$ cat config.mk
export PLATFORM = sky130hd
export DESIGN_NAME = spi_shift_xcvr_flat
export DESIGN_NICKNAME = d
export VERILOG_FILES = /design/src/rtl/spi_shift_xcvr_if.sv /design/src/rtl/spi_shift_xcvr.sv /design/src/flat_wrapper.sv
export SDC_FILE = /design/constraint.sdc
export NUM_CORES = 1
export LEC_CHECK = 0
export ABC_CLOCK_PERIOD_IN_PS = 1800
export CAP_MARGIN = 10
export CORE_MARGIN = 2
export CORE_UTILIZATION = 50
export CTS_CLUSTER_SIZE = 12
export DETAILED_ROUTE_END_ITERATION = 8
export HOLD_SLACK_MARGIN = 0.08
export MAX_ROUTING_LAYER = met4
export PLACE_DENSITY = 0.88
export SLEW_MARGIN = 20
export SYNTH_ARGS = -nofsm -noshare
export SYNTH_HDL_FRONTEND = slang
export SYNTH_SLANG_ARGS = --single-unit
$ cat constraint.sdc
create_clock -name clk -period 1.8 [get_ports clk]
set_input_delay 0.54 -clock clk [delete_from_list [all_inputs] [get_ports clk]]
set_output_delay 0.54 -clock clk [all_outputs]
set_load 0.01 [all_outputs]
$ cat src/rtl/spi_shift_xcvr_if.sv
// ---------------------------------------------------------------------------
// spi_shift_xcvr_if
// Signal bundle between the SPI controller (master side: controller FSM plus
// clock generator strobes, serial input) and the full-duplex shift engine
// (slave side).
//
// Parameters : WIDTH  frame length in bits
//              CNT_W  bit-counter width (2**CNT_W >= WIDTH)
// Signals    : load, tx_data, lsb_first, sample_stb, shift_stb, miso   -> engine
//              mosi, rx_data, busy, done, bit_cnt                    <- engine
// Optional   : SPI_XCVR_OVERRUN_EN adds rx_ack (-> engine) and
//              rx_valid, overrun (<- engine).
// ---------------------------------------------------------------------------
interface spi_shift_xcvr_if #(
  parameter int WIDTH = 8,
  parameter int CNT_W = 3
);
  logic             load;
  logic [WIDTH-1:0] tx_data;
  logic             lsb_first;
  logic             sample_stb;
  logic             shift_stb;
  logic             miso;
  logic             mosi;
  logic [WIDTH-1:0] rx_data;
  logic             busy;
  logic             done;
  logic [CNT_W-1:0] bit_cnt;
`ifdef SPI_XCVR_OVERRUN_EN
  logic             rx_ack;
  logic             rx_valid;
  logic             overrun;
`endif

  modport master (
    output load, tx_data, lsb_first, sample_stb, shift_stb, miso,
`ifdef SPI_XCVR_OVERRUN_EN
    output rx_ack,
    input  rx_valid, overrun,
`endif
    input  mosi, rx_data, busy, done, bit_cnt
  );

  modport slave (
    input  load, tx_data, lsb_first, sample_stb, shift_stb, miso,
`ifdef SPI_XCVR_OVERRUN_EN
    input  rx_ack,
    output rx_valid, overrun,
`endif
    output mosi, rx_data, busy, done, bit_cnt
  );
endinterface

$ cat src/rtl/spi_shift_xcvr.sv
// ---------------------------------------------------------------------------
// spi_shift_xcvr
// Parametrised full-duplex SPI shift engine. A parallel TX word is loaded and
// serialised on mosi while miso is deserialised into an RX word, MSB- or
// LSB-first. The SPI clock generator supplies sample/shift strobes; the
// controller FSM starts frames with load and watches busy/done.
//
// Parameters : WIDTH  frame length in bits (2..32)
//              CNT_W  bit-counter width, 2**CNT_W >= WIDTH
// Ports      : clk  system clock, rising edge
//              rst  asynchronous, active-high reset
//              bus  spi_shift_xcvr_if.slave (load, tx_data, lsb_first,
//                   sample_stb, shift_stb, miso / mosi, rx_data, busy, done,
//                   bit_cnt)
// Option     : define SPI_XCVR_OVERRUN_EN to add rx_ack / rx_valid / overrun
//              receive-buffer tracking.
//
// state    | meaning
// ---------+--------------------------------------------------------------
// S_IDLE   | no frame; strobes ignored, load starts a frame
// S_ACTIVE | frame in progress; strobes shift, last sample ends the frame
// ---------------------------------------------------------------------------
module spi_shift_xcvr #(
  parameter int WIDTH = 8,
  parameter int CNT_W = 3
) (
  input logic            clk,
  input logic            rst,
  spi_shift_xcvr_if.slave bus
);

  typedef enum logic {
    S_IDLE   = 1'b0,
    S_ACTIVE = 1'b1
  } state_t;

  localparam logic [CNT_W-1:0] LAST_CNT = CNT_W'(WIDTH - 1);

  state_t           state_q;
  logic [WIDTH-1:0] tx_sr_q;
  logic [WIDTH-1:0] tx_sr_d;
  logic [WIDTH-1:0] rx_sr_q;
  logic [WIDTH-1:0] rx_sr_d;
  logic [WIDTH-1:0] rx_data_q;
  logic [CNT_W-1:0] bit_cnt_q;
  logic             lsb_q;
  logic             busy_q;
  logic             done_q;
  logic             last_bit;
  logic             frame_end;

  // Next shift-register values; order follows the latched lsb_q, not the
  // live lsb_first input, so a mid-frame change on the bus has no effect.
  always_comb begin
    tx_sr_d = tx_sr_q;
    rx_sr_d = rx_sr_q;
    if (lsb_q) begin
      tx_sr_d = {1'b0, tx_sr_q[WIDTH-1:1]};
      rx_sr_d = {bus.miso, rx_sr_q[WIDTH-1:1]};
    end else begin
      tx_sr_d = {tx_sr_q[WIDTH-2:0], 1'b0};
      rx_sr_d = {rx_sr_q[WIDTH-2:0], bus.miso};
    end
  end

  assign last_bit  = (bit_cnt_q == LAST_CNT);
  assign frame_end = (state_q == S_ACTIVE) && bus.sample_stb && last_bit;

  always_ff @(posedge clk or posedge rst) begin
    if (rst) begin
      state_q   <= S_IDLE;
      tx_sr_q   <= '0;
      rx_sr_q   <= '0;
      rx_data_q <= '0;
      bit_cnt_q <= '0;
      lsb_q     <= 1'b0;
      busy_q    <= 1'b0;
      done_q    <= 1'b0;
    end else begin
      done_q <= 1'b0;
      case (state_q)
        S_IDLE: begin
          if (bus.load) begin
            tx_sr_q   <= bus.tx_data;
            rx_sr_q   <= '0;
            bit_cnt_q <= '0;
            lsb_q     <= bus.lsb_first;
            busy_q    <= 1'b1;
            state_q   <= S_ACTIVE;
          end
        end
        S_ACTIVE: begin
          // load is deliberately not looked at here: a frame cannot be
          // restarted, and a load coinciding with the final sample is lost.
          if (bus.shift_stb) begin
            tx_sr_q <= tx_sr_d;
          end
          if (bus.sample_stb) begin
            rx_sr_q <= rx_sr_d;
            if (last_bit) begin
              rx_data_q <= rx_sr_d;
              done_q    <= 1'b1;
              busy_q    <= 1'b0;
              bit_cnt_q <= '0;
              state_q   <= S_IDLE;
            end else begin
              bit_cnt_q <= bit_cnt_q + 1'b1;
            end
          end
        end
        default: begin
          state_q <= S_IDLE;
          busy_q  <= 1'b0;
        end
      endcase
    end
  end

  assign bus.mosi    = lsb_q ? tx_sr_q[0] : tx_sr_q[WIDTH-1];
  assign bus.rx_data = rx_data_q;
  assign bus.busy    = busy_q;
  assign bus.done    = done_q;
  assign bus.bit_cnt = bit_cnt_q;

`ifdef SPI_XCVR_OVERRUN_EN
  logic rx_valid_q;
  logic overrun_q;

  // An ack arriving together with a completing frame acknowledges the old
  // word; the new word is then the unread one, so rx_valid stays set and
  // no overrun is flagged.
  always_ff @(posedge clk or posedge rst) begin
    if (rst) begin
      rx_valid_q <= 1'b0;
      overrun_q  <= 1'b0;
    end else if (frame_end) begin
      rx_valid_q <= 1'b1;
      if (bus.rx_ack) begin
        overrun_q <= 1'b0;
      end else if (rx_valid_q) begin
        overrun_q <= 1'b1;
      end
    end else if (bus.rx_ack) begin
      rx_valid_q <= 1'b0;
      overrun_q  <= 1'b0;
    end
  end

  assign bus.rx_valid = rx_valid_q;
  assign bus.overrun  = overrun_q;
`endif

endmodule

$ cat src/flat_wrapper.sv
// flat-port wrapper written by rule: the top's interface ports become plain ports
module spi_shift_xcvr_flat 
#(
  parameter int WIDTH = 8,
  parameter int CNT_W = 3
)
  (clk, rst, bus_load, bus_tx_data, bus_lsb_first, bus_sample_stb, bus_shift_stb, bus_miso, bus_mosi, bus_rx_data, bus_busy, bus_done, bus_bit_cnt);
  spi_shift_xcvr_if #(.WIDTH(WIDTH), .CNT_W(CNT_W)) bus_i ();
  input logic clk;
  input logic rst;
  input wire logic [$bits(bus_i.load)-1:0] bus_load;
  input wire logic [$bits(bus_i.tx_data)-1:0] bus_tx_data;
  input wire logic [$bits(bus_i.lsb_first)-1:0] bus_lsb_first;
  input wire logic [$bits(bus_i.sample_stb)-1:0] bus_sample_stb;
  input wire logic [$bits(bus_i.shift_stb)-1:0] bus_shift_stb;
  input wire logic [$bits(bus_i.miso)-1:0] bus_miso;
  output wire logic [$bits(bus_i.mosi)-1:0] bus_mosi;
  output wire logic [$bits(bus_i.rx_data)-1:0] bus_rx_data;
  output wire logic [$bits(bus_i.busy)-1:0] bus_busy;
  output wire logic [$bits(bus_i.done)-1:0] bus_done;
  output wire logic [$bits(bus_i.bit_cnt)-1:0] bus_bit_cnt;
  assign bus_i.load = bus_load;
  assign bus_i.tx_data = bus_tx_data;
  assign bus_i.lsb_first = bus_lsb_first;
  assign bus_i.sample_stb = bus_sample_stb;
  assign bus_i.shift_stb = bus_shift_stb;
  assign bus_i.miso = bus_miso;
  assign bus_mosi = bus_i.mosi;
  assign bus_rx_data = bus_i.rx_data;
  assign bus_busy = bus_i.busy;
  assign bus_done = bus_i.done;
  assign bus_bit_cnt = bus_i.bit_cnt;
  spi_shift_xcvr #(.WIDTH(WIDTH), .CNT_W(CNT_W)) u_core (.clk(clk), .rst(rst), .bus(bus_i));
endmodule
==> results_dict.tcl, run 1 <==
set metrics [dict create \
    rsz0062_at_grt "no" \
    drt_iter0_drc 23 \
    placedCellCount 191 \
    p_switching_mw 0.8945 \
    antenna_cells 0 \
    cp_data_arrival_time_ps 1200 \
    yosysSeqAreaShare_pct 54.39 \
    grt_max_degree 32 \
    synth-seq-cells 31 \
    finalPower_mw 2.535 \
    synth_top_area_share_pct 54.39 \
    start_kind "flop" \
    postSynthAreaPerCell_sq_um 10.72 \
    drv_slew 0 \
    place_congestion 0.7664 \
    die_w_um 57.41 \
    worst_pin_slew_ps 387.9 \
    ant_nets 0 \
    status "complete, no violations" \
    slowest_stage "clkdlybuf4s50_1" \
    ys_types 22 \
    cts_tree "yes" \
    max_stage_delay_ps 530 \
    required_ps 1260 \
    period_needed_ps 1741 \
    wl_um 2897 \
    p_leak_nw 0.9539 \
    cpLargestDelayFamily "buffers and inverters" \
    num-nets-final 186 \
    core-area_sq_um 2734 \
    swShare_pct 35.29 \
    worst_slew_margin_rel_pct 74.14 \
    grt_pass1_wl_um 4767 \
    critPathKind "flop to primary output" \
    reg2reg_slack_ps 390 \
    cts_max_level 2 \
    crit_chain "clkdlybuf4s50_1" \
    clockBufferDepth 2 \
    path_clk_slew_ps 100 \
    grt_pass1_vias 1090 \
    netlist_top_cells_area "dfrtp_1 (54%), mux2_2 (7.1%), mux2i_1 (6.3%)" \
    drive_gt1_share_pct 14.20 \
    syn_area_sq_um 1426 \
    fin_hold_ws_ps 487.2 \
    clockRootBuffer "clkbuf_4" \
    dp_hpwl_um 2066 \
    wl_per_cell_um 14.49 \
    yosysWarnings 0 \
    p_int_mw 1.640 \
    min_path_type "flop to flop" \
    die_height_um 57.41 \
    grt.overflow.total 0 \
    power_density_nw_per_um2 1400 \
    period_share_pct 96.72 \
    clkPwrFrac_pct 15.2 \
    final.setup.worst_slack_ps 59.04 \
    vias_per_cell 5.480 \
    route.vias.total 1096 \
    num_rows 19 \
    grt_usage_pct 19.35 \
    ios 29 \
    max_freq_mhz 574.4 \
    critPathCaptureType "primary output" \
    setup_viol 0 \
    drv_cap 0 \
    cts_buffers 5 \
    areaGrowthSynthToFinish_pct 26.93 \
    antenna_found_initial 0 \
    cp_max_fo 1 \
    clk_latency_ps 330 \
    place_ws_ps -15.18 \
    drt_pre_antenna_iters 4 \
    power.share.sequential_pct 44.6 \
    clock_skew_ps 10.21 \
    synth.net_count 151 \
    crit_buf_inv 1 \
    initial_core_util_pct 52.17 \
    hold_viol 0 \
    clkSinkCount 31 \
    instances_no_fill 200 \
    n_fill_cell 214 \
    yosysTopAreaCell "dfrtp_1" \
    combPwrFrac_pct 40.2 \
    dieArea_sq_um 3296 \
    io_buffers 28 \
    drc_errors 0 \
    ir_drop_uv 770.7 \
    synthCells 133 \
]
-- stage by stage --
stage	TNS, ps	instance area, sq um	utilization (%)
global placement	0	1739	63.62
global route	0	1810	66.22
finish	0	1810	66.22
floorplan	0	1426	-
detailed placement	-15.18	1739	63.62
CTS	0	1788	65.40
-- flip-flops by register name (all words and copies together), names as in the netlist --
register	flops
u_core.bus.bit_cnt	3
u_core.tx_sr_q	8
u_core.bus.done	1
u_core.lsb_q	1
u_core.state_q	1
u_core.bus.busy	1
u_core.bus.rx_data	8
u_core.rx_sr_q	8
-- worst paths after layout --
| check | startpoint | end | cells after the start |
|---|---|---|---|
| setup / recovery | u_core.bus.done$_DFF_PP0_ | bus_done | 1 |
| min in group asynchronous | rst | u_core.bus.rx_data[0]$_DFFE_PP0P_ | 3 |
| hold / removal | u_core.bus.rx_data[0]$_DFFE_PP0P_ | u_core.bus.rx_data[0]$_DFFE_PP0P_ | 2 |
| hold reg to reg | u_core.bus.rx_data[0]$_DFFE_PP0P_ | u_core.bus.rx_data[0]$_DFFE_PP0P_ | 2 |
| max in group asynchronous | rst | u_core.tx_sr_q[1]$_DFFE_PP0P_ | 3 |
| setup reg to reg | u_core.state_q$_DFF_PP0_ | u_core.rx_sr_q[1]$_DFFE_PP0P_ | 4 |
-- Yosys cell counts --
master and instances:
dfrtp_1 31, nand2_1 20, o21ai_0 16, nor2_1 12
mux2_2 9, mux2i_1 9, a21oi_1 8, a22oi_1 6
ha_1 3, a31oi_1 2, buf_2 2, buf_4 2
buf_6 2, inv_1 2, nor2b_1 2, a22o_1 1
a32o_1 1, clkbuf_1 1, mux2_4 1, nand2b_1 1
nand3_1 1, nand3b_1 1
-- power by group through the flow --
stage / logic [mW] / clock network [mW] / registers [mW]
after floorplan: 0.654 / 0 / 1.14
after global placement: 1.01 / 0 / 1.13
after detailed placement: 1.05 / 0 / 1.15
after global routing: 1.12 / 0.426 / 1.16
final: 1.02 / 0.384 / 1.13
after CTS: 1.04 / 0.394 / 1.13
-- what timing repair did --
action	4_1_cts	5_1_grt
gates cloned	0	0
gates resized for setup	7	9
hold buffers	0	0
buffers inserted	1	0
setup endpoints to repair	5	9
-- metal layers --
metal  wire [um]  global-route usage, %
met5           0                      -
met4          35                  6.312
met3         169                  6.349
met2        1459                  29.55
met1        1233                  24.40
-- layout make-up --
class / instances / area [sq um] / area share, %
Timing Repair Buffer: 35 / 346.6 / 19.14
Clock buffer: 7 / 45.04 / 2.488
Clock inverter: 1 / 5.005 / 0.2764
Sequential cell: 31 / 775.7 / 42.85
Tap cell: 31 / 38.79 / 2.142
Multi-Input combinational cell: 93 / 591.8 / 32.69
Inverter: 2 / 7.507 / 0.4147
-- layout by cell type (no fill, tap or decap) --
| cell | count |
|---|---|
| o21ai_0 | 16 |
| inv_1 | 2 |
| clkbuf_4 | 5 |
| nor2b_1 | 2 |
| a32o_1 | 1 |
| a31oi_1 | 2 |
| buf_4 | 7 |
| buf_2 | 1 |
| nand3b_1 | 1 |
| nand2b_1 | 1 |
| a21oi_1 | 8 |
| nand3_1 | 1 |
| nand2_1 | 20 |
| mux2_2 | 9 |
| a22o_1 | 1 |
| a22oi_1 | 6 |
| mux2i_1 | 9 |
| nor2_1 | 12 |
| mux2_4 | 1 |
| ha_1 | 3 |
| dfrtp_1 | 31 |
| dlymetal6s2s_1 | 9 |
| dlygate4sd2_1 | 3 |
| clkbuf_1 | 2 |
| clkdlybuf4s50_1 | 15 |
| clkinv_2 | 1 |
-- kinds of logic after synthesis --
| group | Yosys count | share of synthesized area (%) |
|---|---|---|
| multiplexers | 19 | 14.47 |
| AO/OA/AOI/OAI | 34 | 13.77 |
| flip-flops | 31 | 54.39 |
| AND/OR/NAND/NOR | 37 | 10.61 |
| buffers and inverters | 9 | 4.122 |
| adder cells (fa/ha/maj) | 3 | 2.632 |
Power figures use the tool's default switching activity.
==> run 2: changes to the inputs <==
--- a/config.mk
+++ b/config.mk
@@ -11,7 +11,6 @@
 export CORE_UTILIZATION = 50
 export CTS_CLUSTER_SIZE = 12
 export DETAILED_ROUTE_END_ITERATION = 8
-export HOLD_SLACK_MARGIN = 0.08
 export MAX_ROUTING_LAYER = met4
 export PLACE_DENSITY = 0.88
 export SLEW_MARGIN = 20
==> results of run 2 <==
Same layout as run 1: the final DEF is identical, and so are final timing and power.
